**src/rtl/bit_morph_pkg.sv**
```systemverilog
// bit_morph_pkg: constants and types shared by the binary morphology stages.
package bit_morph_pkg;
    localparam int CNT_W = 10;
    localparam logic [CNT_W-1:0] IMG_HDISP_DEF = 10'd640;
    localparam logic [CNT_W-1:0] IMG_VDISP_DEF = 10'd480;
    typedef enum logic {WAIT_FRAME, ACTIVE} morph_state_t;
    localparam int ROW_NEW = 0;
    localparam int ROW_MID = 1;
    localparam int ROW_OLD = 2;
    localparam int COL_OLD = 2;
endpackage

```
**src/rtl/bit_line_buffer.sv**
```systemverilog
// bit_line_buffer: 1-bit line-delay RAM; dout shows the stored value, din overwrites it on en.
module bit_line_buffer #(
    parameter int DEPTH = 640,
    parameter int AW = $clog2(DEPTH)
) (
    input  logic          clk,
    input  logic          en,
    input  logic [AW-1:0] addr,
    input  logic          din,
    output logic          dout
);
    logic mem [DEPTH];
    assign dout = mem[addr];
    always_ff @(posedge clk)
        if (en) mem[addr] <= din;
endmodule

```
**src/rtl/bit_erosion_3x3.sv**
```systemverilog
// bit_erosion_3x3: binary 3x3 erosion on a vsync/href/clken pixel stream, 2-cycle latency.
// Define BIT_EROSION_BORDER_PAD_EN to treat out-of-image taps as 1 instead of zeroing border outputs.
module bit_erosion_3x3
    import bit_morph_pkg::*;
#(
    parameter logic [CNT_W-1:0] IMG_HDISP = IMG_HDISP_DEF,
    parameter logic [CNT_W-1:0] IMG_VDISP = IMG_VDISP_DEF
) (
    input  logic clk,
    input  logic rst,
    input  logic per_frame_vsync,
    input  logic per_frame_href,
    input  logic per_frame_clken,
    input  logic per_img_Bit,
    output logic post_frame_vsync,
    output logic post_frame_href,
    output logic post_frame_clken,
    output logic post_img_Bit
);
    localparam int AW = $clog2(int'(IMG_HDISP));
    localparam logic [CNT_W-1:0] ONE = 1;
    localparam logic [CNT_W-1:0] COL_LAST = IMG_HDISP - ONE;

    morph_state_t state, state_nxt;
    logic vs_prev, hs_prev, full, s1_en, post_bit;
    logic vs_rise, vs_fall, hs_fall, pix, in_img, tap_mid, tap_old;
    logic [CNT_W-1:0] col, row;
    logic [2:0] win [3];
    logic [1:0] vs_d, hs_d, ck_d;
    logic [8:0] taps;

    assign vs_rise = per_frame_vsync & ~vs_prev;
    assign vs_fall = ~per_frame_vsync & vs_prev;
    assign hs_fall = ~per_frame_href & hs_prev;
    assign pix = per_frame_href & per_frame_clken & ~full;
`ifdef BIT_EROSION_BORDER_PAD_EN
    assign in_img = row >= CNT_W'(1) && col >= CNT_W'(1) && row < IMG_VDISP;
`else
    assign in_img = row >= CNT_W'(2) && col >= CNT_W'(2) && row < IMG_VDISP;
`endif

    always_comb begin
        state_nxt = state;
        state_nxt = vs_rise ? ACTIVE : vs_fall ? WAIT_FRAME : state;
    end

    // vs_prev resets high so a vsync still high after a mid-frame reset is not seen as a new frame
    always_ff @(posedge clk) begin
        if (rst) begin
            state <= WAIT_FRAME;
            vs_prev <= 1'b1;
            hs_prev <= 1'b0;
        end else begin
            state <= state_nxt;
            vs_prev <= per_frame_vsync;
            hs_prev <= per_frame_href;
        end
    end

    always_ff @(posedge clk) begin
        if (rst || vs_rise) begin
            col <= '0;
            row <= '0;
            full <= 1'b0;
        end else if (hs_fall) begin
            col <= '0;
            full <= 1'b0;
            if (state == ACTIVE && !vs_fall && row != '1) row <= row + ONE;
        end else if (pix) begin
            if (col == COL_LAST) full <= 1'b1;
            else col <= col + ONE;
        end
    end

    bit_line_buffer #(.DEPTH(int'(IMG_HDISP)), .AW(AW)) u_buf1 (
        .clk(clk), .en(pix), .addr(col[AW-1:0]), .din(per_img_Bit), .dout(tap_mid)
    );
    bit_line_buffer #(.DEPTH(int'(IMG_HDISP)), .AW(AW)) u_buf0 (
        .clk(clk), .en(pix), .addr(col[AW-1:0]), .din(tap_mid), .dout(tap_old)
    );

    always_ff @(posedge clk) begin
        if (rst) begin
            win[ROW_NEW] <= '0;
            win[ROW_MID] <= '0;
            win[ROW_OLD] <= '0;
            s1_en <= 1'b0;
        end else begin
            if (pix) begin
                win[ROW_NEW] <= {win[ROW_NEW][COL_OLD-1:0], per_img_Bit};
                win[ROW_MID] <= {win[ROW_MID][COL_OLD-1:0], tap_mid};
                win[ROW_OLD] <= {win[ROW_OLD][COL_OLD-1:0], tap_old};
            end
            s1_en <= pix && state == ACTIVE && in_img;
        end
    end

`ifdef BIT_EROSION_BORDER_PAD_EN
    logic pad_top, pad_left;
    always_ff @(posedge clk) begin
        if (rst) begin
            pad_top <= 1'b0;
            pad_left <= 1'b0;
        end else if (pix) begin
            pad_top <= row < CNT_W'(2);
            pad_left <= col < CNT_W'(2);
        end
    end
    assign taps = {win[ROW_OLD] | {3{pad_top}}, win[ROW_MID], win[ROW_NEW]} | {3{pad_left, 2'b00}};
`else
    assign taps = {win[ROW_OLD], win[ROW_MID], win[ROW_NEW]};
`endif

    always_ff @(posedge clk) begin
        if (rst) begin
            vs_d <= '0;
            hs_d <= '0;
            ck_d <= '0;
            post_bit <= 1'b0;
        end else begin
            vs_d <= {vs_d[0], per_frame_vsync};
            hs_d <= {hs_d[0], per_frame_href};
            ck_d <= {ck_d[0], per_frame_clken};
            post_bit <= s1_en & (&taps);
        end
    end

    assign post_frame_vsync = vs_d[1];
    assign post_frame_href = hs_d[1];
    assign post_frame_clken = ck_d[1];
    assign post_img_Bit = post_bit;
endmodule
```
**config.mk**
```make
export PLATFORM = sky130hd
export DESIGN_NAME = bit_erosion_3x3
export DESIGN_NICKNAME = d
export VERILOG_FILES = /design/src/rtl/bit_morph_pkg.sv /design/src/rtl/bit_line_buffer.sv /design/src/rtl/bit_erosion_3x3.sv
export SDC_FILE = /design/constraint.sdc
export NUM_CORES = 2
export LEC_CHECK = 0
export ABC_AREA = 1
export CAP_MARGIN = 20
export CELL_PAD_IN_SITES_DETAIL_PLACEMENT = 1
export CELL_PAD_IN_SITES_GLOBAL_PLACEMENT = 2
export CORE_UTILIZATION = 37
export DETAILED_ROUTE_END_ITERATION = 12
export HOLD_SLACK_MARGIN = 0.05
export PLACE_DENSITY = 0.77
export SYNTH_ARGS = -nofsm -noshare
export SYNTH_HDL_FRONTEND = slang
export SYNTH_HIERARCHICAL = 1
export SYNTH_SLANG_ARGS = --single-unit
```
**constraint.sdc**
```tcl
create_clock -name clk -period 11.6 [get_ports clk]
set_input_delay 1.16 -clock clk [delete_from_list [all_inputs] [get_ports clk]]
set_output_delay 1.16 -clock clk [all_outputs]
set_load 0.02 [all_outputs]
```
==> results.sh <==
export IMPL_status="complete, but fails checks"
export IMPL_violations="design-rule violations"
export IMPL_synthMuxAreaShare=0
export IMPL_max_slew_margin=0.177
export IMPL_max_clock_path_buffers=3
export IMPL_busiest_layer="met2"
export IMPL_critPathMostFrequentCell="nand2_1"
export IMPL_start_util=0.373
export IMPL_rows=148
export IMPL_cts_root_buf="clkbuf_16"
export IMPL_cts_num_sinks=1320
export IMPL_critical_path_required_ns=12.10
export IMPL_die_y_um=407
export IMPL_power_leakage_uw=0.0245
export IMPL_overflow=0
export IMPL_core_area_sq_um=163000
export IMPL_p_sw_frac=0.222
export IMPL_grt_use_met3=0.0333
export IMPL_worst_clock_skew_ns=0.0222
export IMPL_gr_usage_met1=0.371
export IMPL_cts_tree="built"
export IMPL_p_int_uw=8020
export IMPL_insertion_delay_ns=0.79
export IMPL_grt_usage=0.249
export IMPL_place_ws_ns=5.30
export IMPL_finalSetupViolations=0
export IMPL_period_minus_slack_ns=6.31
export IMPL_htree_num_levels=4
export IMPL_clockPowerShare=0.450
export IMPL_fin_ws_ns=5.29
export IMPL_synth_seq_cells=1320
export IMPL_total_power_uw=10300
export IMPL_cap_violations=0
export IMPL_rsz0062_at_grt="false"
export IMPL_period_share=0.544
export IMPL_place_gp_congestion=0.832
export IMPL_crit_chain="inv_8, buf_4, buf_4, nand2_1, nand2_1, nand2_1, nand2_1, nand2_1, nand2_1, nor2_1, nand2_1, nand2_1, nand3_1, nand2_1, inv_1, nor2_1, nand3_4, buf_4, buf_4"
export IMPL_start_kind="flip-flop"
export IMPL_synth_area_sq_um=60600
export IMPL_path_max_fanout=99
export IMPL_port_buffers=9
export IMPL_combPwrFrac=0.038
export IMPL_drv_slew=0
export IMPL_path_class="flip-flop to flip-flop"
export IMPL_synth_compound_area_frac=0.0138
export IMPL_syn_to_final_growth_pct=11.1
export IMPL_drc=2
export IMPL_powerDensity_nw_per_um2=153
export IMPL_avgSynthCellArea_sq_um=9.22
export IMPL_ys_flop_type="edfxtp_1"
export IMPL_ir_drop_mv=0.109
export IMPL_max_freq_mhz=159
export IMPL_async_reset_ff_frac=0
export IMPL_slowest_delay_ns=0.90
export IMPL_synth_top_family_by_area="simple AND/OR/NAND/NOR gates"
export IMPL_cts_hold_buf=0
export IMPL_finalNonFillerCells=8726
export IMPL_post_cts_buffers=0
export IMPL_synth_xor_area_share=0.00130
export IMPL_drt_iter0_drc=4180
export IMPL_path_delay_family="buffers and inverters"
export IMPL_hp_class="flip-flop to flip-flop"
export IMPL_hold_viol=0
export IMPL_synth_seq_area_share=0.649
export IMPL_switchingPower_uw=2290
export IMPL_drive_gt1_frac=0.0695
export IMPL_netlist_instances=6571
export IMPL_n_antenna_cell=0
export IMPL_ys_warnings_count=6
export IMPL_ant_nets=0
export IMPL_antenna_found_initial=1
export IMPL_clkTransAtPathRegs_ns=0.06
export IMPL_die_area_sq_um=165000
export IMPL_wl_um=206000
export IMPL_crit_slowest_cell="buf_4"
export IMPL_cts_resized=0
export IMPL_synthAdderAreaFrac=0.00124
export IMPL_firstDrtPassIters=9
export IMPL_final_cell_mix="nand2_1 (2858), nor2_1 (1416), edfxtp_1 (1289), clkbuf_16 (156), inv_1 (115)"
export IMPL_worst_pin_slew_ns=1.23
export IMPL_num_vias=46200
export IMPL_cts_buffers=150
export IMPL_die_w_um=407
export IMPL_cp_num_buf_inv=6
export IMPL_synthDistinctLibCells=34
export IMPL_layout_nets=6443
export IMPL_routed_via_density=5.29
export IMPL_synth_simple_area_share=0.294
export IMPL_synth_fp_nets=6583
export IMPL_ios=10
export IMPL_end_kind="flip-flop"
export IMPL_power_frac_seq=0.511
export IMPL_final_common_cell="nand2_1"
export IMPL_grt_max_degree=241
export IMPL_tns_ns=0
export IMPL_cp_data_arrival_time_ns=6.80
export IMPL_place_inst=8450
export IMPL_synth_edf_count=1289
export IMPL_wl_per_cell_um=23.7
export IMPL_grt_pass1_wl_um=303000
export IMPL_use_met2=0.378
export IMPL_dp_hpwl_um=119000
export IMPL_grt_pass1_vias=45600
layout make-up:
| class | instances | area, sq um |
|---|---|---|
| Fill cell | 18700 | 95300 |
| Sequential cell | 1320 | 39300 |
| Multi-Input combinational cell | 4691 | 18900 |
| Clock buffer | 192 | 4060 |
| Tap cell | 2175 | 2720 |
| Timing Repair Buffer | 121 | 1100 |
| Clock inverter | 80 | 652 |
| Inverter | 147 | 574 |
routing by layer:
layer	wire length [um]	share of wire	vias up
li1	-	-	20900
met1	97600	0.47	23700
met2	91000	0.44	1377
met3	13100	0.064	246
met4	4700	0.023	0
met5	0	0	-
flip-flops by register name, summed over array words and instances (netlist names):
name          count
full              1
win               9
u_buf1/mem      640
col              10
row              10
state             1
ck_d              2
u_buf0/mem      640
post_img_Bit      1
s1_en             1
vs_prev           1
hs_d              2
vs_d              2
worst reg2reg max path, cell delays in order, from the launching register on:
cell and delay, ns:
dfxtp_4 0.51, inv_8 0.41, buf_4 1.03, buf_4 0.79
nand2_1 0.16, nand2_1 0.09, nand2_1 0.05, nand2_1 0.08
nand2_1 0.05, nand2_1 0.24, nor2_1 0.09, nand2_1 0.08
nand2_1 0.05, nand3_1 0.12, nand2_1 0.08, inv_1 0.06
nor2_1 0.06, nand3_4 0.47, buf_4 0.88, buf_4 0.69
cells in the mapped netlist (24+ instances only):
| master | instances | area share |
|---|---|---|
| nand4_1 | 24 | 0.0025 |
| a22oi_1 | 64 | 0.0079 |
| nand3_2 | 31 | 0.0051 |
| dfxtp_1 | 31 | 0.010 |
| buf_2 | 150 | 0.012 |
| edfxtp_1 | 1289 | 0.64 |
| inv_2 | 30 | 0.0019 |
| nand2_1 | 2858 | 0.18 |
| nor2_1 | 1421 | 0.088 |
| nor3_1 | 42 | 0.0035 |
| buf_1 | 48 | 0.0030 |
| a21oi_1 | 28 | 0.0023 |
| inv_1 | 115 | 0.0071 |
| nand3_1 | 115 | 0.0095 |
| clkbuf_1 | 186 | 0.012 |
power by group through the flow:
stage	combinational (uW)	clock [uW]	sequential, uW
2_1_floorplan	232	0	5410
3_3_place_gp	386	0	5370
3_5_place_dp	392	0	5370
4_1_cts	394	4740	5270
5_1_grt	438	4890	5270
6_report	395	4640	5270
cell families (layout without fill, tap and decap cells):
logic type / after synthesis / in the layout
and+or+nand+nor: 4549 / 4549
DFF: 1320 / 1320
buffers and inverters: 560 / 540
AOI/OAI and AO/OA: 127 / 127
xor gates and xnor gates: 9 / 9
adders and majority gates: 6 / 6
per-stage QoR:
step	utilization	area [sq um]	hold slack [ns]
after floorplan	-	60600	0.388
after global placement	0.384	62400	0.392
after detailed placement	0.385	62500	0.402
after CTS	0.414	67200	0.412
after global routing	0.414	67300	0.443
final	0.414	67300	0.407
final timing paths:
kind,depth (start not counted),slack (ns),start,endpoint
worst max-delay path,19,5.29,col[0],u_buf0/mem[580]
worst min-delay path,2,0.41,vs_d[0],vs_d[1]
worst max register to register,19,5.29,col[0],u_buf0/mem[580]
worst min register to register,2,0.41,vs_d[0],vs_d[1]
Power figures use the tool's default switching activity.
